### config.mk
export PLATFORM = sky130hd
export DESIGN_NAME = timer_irq_peripheral
export DESIGN_NICKNAME = d
export VERILOG_FILES = /design/src/rtl/timer_irq_peripheral.sv
export SDC_FILE = /design/constraint.sdc
export NUM_CORES = 1
export LEC_CHECK = 0
export ABC_AREA = 1
export CAP_MARGIN = 20
export CORE_MARGIN = 10
export CORE_UTILIZATION = 40
export DETAILED_ROUTE_END_ITERATION = 7
export MAX_ROUTING_LAYER = met4
export PLACE_DENSITY = 0.63
export SETUP_SLACK_MARGIN = 0.02
export SYNTH_ARGS = -nofsm -noshare
export SYNTH_HDL_FRONTEND = slang
export SYNTH_SLANG_ARGS = --single-unit
### constraint.sdc
create_clock -name clk -period 5.3 [get_ports clk]
set_input_delay 0.53 -clock clk [delete_from_list [all_inputs] [get_ports clk]]
set_output_delay 0.53 -clock clk [all_outputs]
set_load 0.03 [all_outputs]
### src/rtl/timer_irq_peripheral.sv
// Memory-mapped reload timer with prescaler, free-running cycle counter and a
// level interrupt request derived from the next-state enable/status bits.
module timer_irq_peripheral #(
   parameter logic [31:0] ADDR_BASE = 32'h40000000,
   parameter int unsigned PRESCALE  = 1
) (
   input  logic        clk,
   input  logic        reset,
   input  logic        MemRd,
   input  logic        MemWr,
   input  logic [31:0] Addr,
   input  logic [31:0] WriteData,
   output logic [31:0] ReadData,
   output logic        IRQ
);
   localparam logic [15:0] PCNT_LAST = 16'(PRESCALE - 1);

   logic [31:0] th_reg, th_next;
   logic [31:0] tl_reg, tl_next;
   logic [31:0] systick_reg;
   logic [15:0] pcnt_reg, pcnt_next;
   logic        en_reg, en_next;
   logic        ie_reg, ie_next;
   logic        is_reg, is_next;
   logic        irq_reg;

   logic        hit;
   logic [2:0]  sel;
   logic        wr_th, wr_tl, wr_tcon;
   logic        tick, ovf;
   logic        unused_addr_lsbs;

   assign unused_addr_lsbs = &{1'b0, Addr[1:0]};

   assign sel     = Addr[4:2];
   assign hit     = (Addr[31:5] == ADDR_BASE[31:5]) && (sel <= 3'd5);
   assign wr_th   = MemWr && hit && (sel == 3'd0);
   assign wr_tl   = MemWr && hit && (sel == 3'd1);
   assign wr_tcon = MemWr && hit && (sel == 3'd2);

   // A software TL write swallows a coincident tick, so it cannot overflow.
   assign tick = en_reg && (pcnt_reg == PCNT_LAST);
   assign ovf  = tick && !wr_tl && (tl_reg == 32'hFFFF_FFFF);

   always_comb begin
      pcnt_next = pcnt_reg;
      if (wr_tcon && !WriteData[0]) begin
         pcnt_next = 16'h0;
      end else if (tick) begin
         pcnt_next = 16'h0;
      end else if (en_reg) begin
         pcnt_next = pcnt_reg + 16'h1;
      end
   end

   always_comb begin
      tl_next = tl_reg;
      if (wr_tl) begin
         tl_next = WriteData;
      end else if (ovf) begin
         tl_next = th_reg;
      end else if (tick) begin
         tl_next = tl_reg + 32'h1;
      end
   end

   // Overflow-driven set of IS wins over a simultaneous software clear.
   always_comb begin
      th_next = wr_th ? WriteData : th_reg;
      en_next = wr_tcon ? WriteData[0] : en_reg;
      ie_next = wr_tcon ? WriteData[1] : ie_reg;
      is_next = (wr_tcon ? WriteData[2] : is_reg) | (ovf & ie_reg);
   end

   always_ff @(posedge clk or posedge reset) begin
      if (reset) begin
         th_reg      <= 32'h0;
         tl_reg      <= 32'h0;
         systick_reg <= 32'h0;
         pcnt_reg    <= 16'h0;
         en_reg      <= 1'b0;
         ie_reg      <= 1'b0;
         is_reg      <= 1'b0;
         irq_reg     <= 1'b0;
      end else begin
         th_reg      <= th_next;
         tl_reg      <= tl_next;
         systick_reg <= systick_reg + 32'h1;
         pcnt_reg    <= pcnt_next;
         en_reg      <= en_next;
         ie_reg      <= ie_next;
         is_reg      <= is_next;
         irq_reg     <= ie_next & is_next;
      end
   end

   assign IRQ = irq_reg;

   always_comb begin
      ReadData = 32'h0;
      if (MemRd && hit) begin
         case (sel)
            3'd0:    ReadData = th_reg;
            3'd1:    ReadData = tl_reg;
            3'd2:    ReadData = {29'h0, is_reg, ie_reg, en_reg};
            3'd3:    ReadData = {16'h0, pcnt_reg};
            3'd4:    ReadData = systick_reg;
            default: ReadData = 32'h0;
         endcase
      end
   end
endmodule

==> impl_summary.log <==
INFO  metric avgRoutedWirePerCell = roughly 18 microns
INFO  metric setup_tns = 0 ns
INFO  metric drc_errors = 0
INFO  metric power-per-cell-area = approximately 220 mW/mm^2
INFO  metric port_buffers = 98
INFO  metric pin_count = a little over 100
INFO  metric routabilityCongestion = 0.946
INFO  metric post-dp-hpwl = between 15 and 20 mm
INFO  metric fin_crit_sh = 0.777
INFO  metric number_of_global_route_vias_before_repair = between 7,000 and 8,000
INFO  metric number_of_distinct_library_cells_after_synthesis = 43
INFO  metric post_cts_resize_count = 0
INFO  metric clock_power_share = 0.530
INFO  metric vdd_drop_max = 0.000236 V
INFO  metric drv_slew = 0
INFO  metric floorplan.initialDensity = 0.410
INFO  metric filler_cell_count = 1,929
INFO  metric totalWireLength = 25.4 mm
INFO  metric worst_setup_path_category = in2out
INFO  metric power.switching_fraction = 0.216
INFO  metric ant_nets_after_route = 0
INFO  metric syn-cell-area = 0.00775 sq mm
INFO  metric max_freq = 243 MHz
INFO  metric grt_pass1_wl = slightly above 40 mm
INFO  metric chipHeight = 159 microns
INFO  metric layout.nets = 1,248
INFO  metric clk-insertion-delay-late = approximately 0.43 ns
INFO  metric endpoint_kind = primary output
INFO  metric rsz0062_at_grt = false
INFO  metric iteration_0_drc_count_of_the_detailed_router = 628
INFO  metric syn-mean-instance-area = 7.10 sq um
INFO  metric critPathArrivalTime = 3.59 ns
INFO  metric synthesized_netlist_cell_count = 1,092
INFO  metric synth_async_sr_flop_share = 1.00
INFO  metric worst_clock_skew = roughly 0.011 ns
INFO  metric globalRouteOverflowTotal = 0
INFO  metric tritoncts_num_sinks = ~120
INFO  metric cts-hold-fix-buffers = 0
INFO  metric core = 0.0189 sq mm
INFO  metric multi_input_area = 0.00419 sq mm
INFO  metric routed-via-count = roughly 7,600
INFO  metric drt-vias-per-instance = approximately 5.2
INFO  metric die_w = roughly 160 microns
INFO  metric power.internal = between 1500 and 2000 uW
INFO  metric setup.worst_path.start_class = input pin
INFO  metric postCtsSetupBuffers = 0
INFO  metric max_slew_margin = 0.396
INFO  metric setup_viol_count_final = 0
INFO  metric fin_crit = ~4 ns
INFO  metric clock_path_buffers = 2
INFO  metric tightestPinTransition = roughly 0.9 ns
INFO  metric yosys_most_used_dff = dfrtp_1
INFO  metric numCtsBuffers = 17
INFO  metric area_growth_syn_to_layout = 22.8%
INFO  metric hp-class = reg2reg
INFO  metric timing.critical_path.required = 4.77 ns
INFO  metric maxCapViolations = 0
INFO  metric sequentialPowerShare = 0.419
INFO  metric clk_pin_slew_worst_paths = 0.05 ns
INFO  metric register_area = 0.00290 sq mm
INFO  metric fp.dieArea = 0.0254 sq mm
INFO  metric ys_ff_latch = 116
INFO  metric number_of_enable_type_register_cells_in_the_synthesized_netlist = 0
INFO  metric drt_pre_antenna_iters = 5
INFO  metric power.leakage = 0.00417 uW
INFO  metric antenna_found_initial = 0
INFO  metric htree_num_levels = 4
INFO  metric hold_violations = 0
INFO  metric synth-seq-area-share = 0.374
INFO  metric global_route.usage.total = 0.205
INFO  metric yosys_warnings = 0
INFO  metric path_max_fanout = 20
INFO  metric syn-num-nets = between 1,000 and 1,500
INFO  metric layout-drive-gt1-share = 0.0615
INFO  metric tritoncts = built
INFO  metric combPwrFrac = 0.051
INFO  metric run_status = complete, no violations
INFO  metric p_switching = between 400 and 500 uW
INFO  metric clock_tree.root_cell = clkbuf_16
INFO  metric std_cell_rows = 50
INFO  metric grt_max_degree = 69
INFO  metric fin_util = 0.504
INFO  metric diodes = 0
==> placed cells by master (no fill, tap or decap), types with 4 or more instances in the layout <==
| cell type | netlist | final |
|---|---|---|
| nor2_2 | 5 | 5 |
| inv_2 | 4 | 4 |
| clkbuf_1 | 22 | 5 |
| mux2_2 | 10 | 10 |
| buf_4 | 1 | 5 |
| a31oi_1 | 15 | 15 |
| nor4_1 | 4 | 4 |
| clkbuf_16 | 0 | 17 |
| nor2_1 | 119 | 119 |
| ha_1 | 4 | 4 |
| nand3b_1 | 17 | 17 |
| nand3_1 | 83 | 82 |
| inv_1 | 127 | 126 |
| mux2_1 | 4 | 4 |
| nand4_1 | 23 | 23 |
| nor3_2 | 5 | 5 |
| nand2_1 | 303 | 303 |
| nand3_2 | 4 | 5 |
| clkdlybuf4s50_1 | 0 | 98 |
| xor2_1 | 51 | 51 |
| dfrtp_1 | 116 | 116 |
| o21ai_1 | 5 | 5 |
| o22ai_1 | 21 | 21 |
| o211ai_1 | 6 | 6 |
| a221oi_1 | 8 | 8 |
| xnor2_1 | 13 | 13 |
| nor3_1 | 26 | 25 |
| o21ai_0 | 35 | 35 |
| a21oi_1 | 28 | 28 |
==> power groups by stage <==
stage,logic [uW],clock network [uW],registers (uW)
final,107,1120,887
after global routing,118,1180,886
after CTS,109,1130,887
after detailed placement,108,0,902
after global placement,108,0,902
after floorplan,36.3,0,902
==> Yosys cell counts (2+ instances only) <==
cell type,n,share of area
nand2_1,303,0.15
inv_1,127,0.061
nor2_1,119,0.058
dfrtp_1,116,0.37
nand3_1,83,0.054
xor2_1,51,0.058
o21ai_0,35,0.023
a21oi_1,28,0.018
nor3_1,26,0.017
nand4_1,23,0.019
clkbuf_1,22,0.011
o22ai_1,21,0.017
nand3b_1,17,0.016
a31oi_1,15,0.012
buf_2,13,0.0084
xnor2_1,13,0.015
mux2_2,10,0.015
a221oi_1,8,0.0090
o211ai_1,6,0.0058
nor2_2,5,0.0040
nor3_2,5,0.0065
o21ai_1,5,0.0032
ha_1,4,0.0065
inv_2,4,0.0019
mux2_1,4,0.0058
nand3_2,4,0.0052
nor4_1,4,0.0032
nor2_4,3,0.0044
and2_1,2,0.0016
buf_6,2,0.0029
nand2_2,2,0.0016
==> critical path: stages <==
cell and delay, ns:
clkdlybuf4s50_1 0.54, nor2_1 0.19, nand2_1 0.33, inv_1 0.78
nand2_1 0.09, o21ai_0 0.17, a221oi_1 0.10, a21oi_1 0.15
clkdlybuf4s50_1 0.70
==> cell type report <==
class,instances,area share
tap,260,0.0342
inverter,132,0.0523
timing repair buffer,104,0.110
multi-input combinational,805,0.440
sequential,116,0.305
clock buffer,25,0.0510
clock inverter,5,0.00788
==> layer usage <==
metal  wire (microns)  vias up  track usage
met3             1160       34       0.0300
met4              508        0       0.0602
met5                0        -            -
met1            12200     3603        0.277
met2            11600      238        0.311
li1                 -     3702            -
==> path summary, 6_finish.rpt <==
path | startpoint | to | slack (ns) | cells past startpoint
worst min register to register | th_reg[14] | tl_reg[14] | 0.50 | 2
min in group asynchronous | reset | systick_reg[25] | 0.63 | 2
worst max-delay path | Addr[3] | ReadData[2] | 1.18 | 9
max in group asynchronous | reset | th_reg[13] | 3.48 | 3
worst min-delay path | th_reg[14] | tl_reg[14] | 0.50 | 2
worst max register to register | en_reg | tl_reg[14] | 2.67 | 9
==> cell families after synthesis <==
group / share of synthesized area
xor gates and xnor gates: 0.0723
buffers and inverters: 0.0873
AOI/OAI and AO/OA: 0.0888
adders and majority gates: 0.00645
DFF: 0.374
muxes: 0.0203
and+or+nand+nor: 0.350
==> stage by stage <==
stage / instance area [sq um] / worst slack [ns] / instances / hold slack (ns) / total power [uW]
3_3_place_gp: 8930 / 1.25 / 1416 / 0.482 / 1010
6_report: 9520 / 1.18 / 1447 / 0.499 / 2120
2_1_floorplan: 7750 / 1.70 / 1092 / 0.446 / 938
3_5_place_dp: 8960 / 1.16 / 1417 / 0.487 / 1010
4_1_cts: 9520 / 1.16 / 1447 / 0.498 / 2130
5_1_grt: 9520 / 1.04 / 1447 / 0.523 / 2180
No activity file was read; power rests on OpenSTA's default activity.
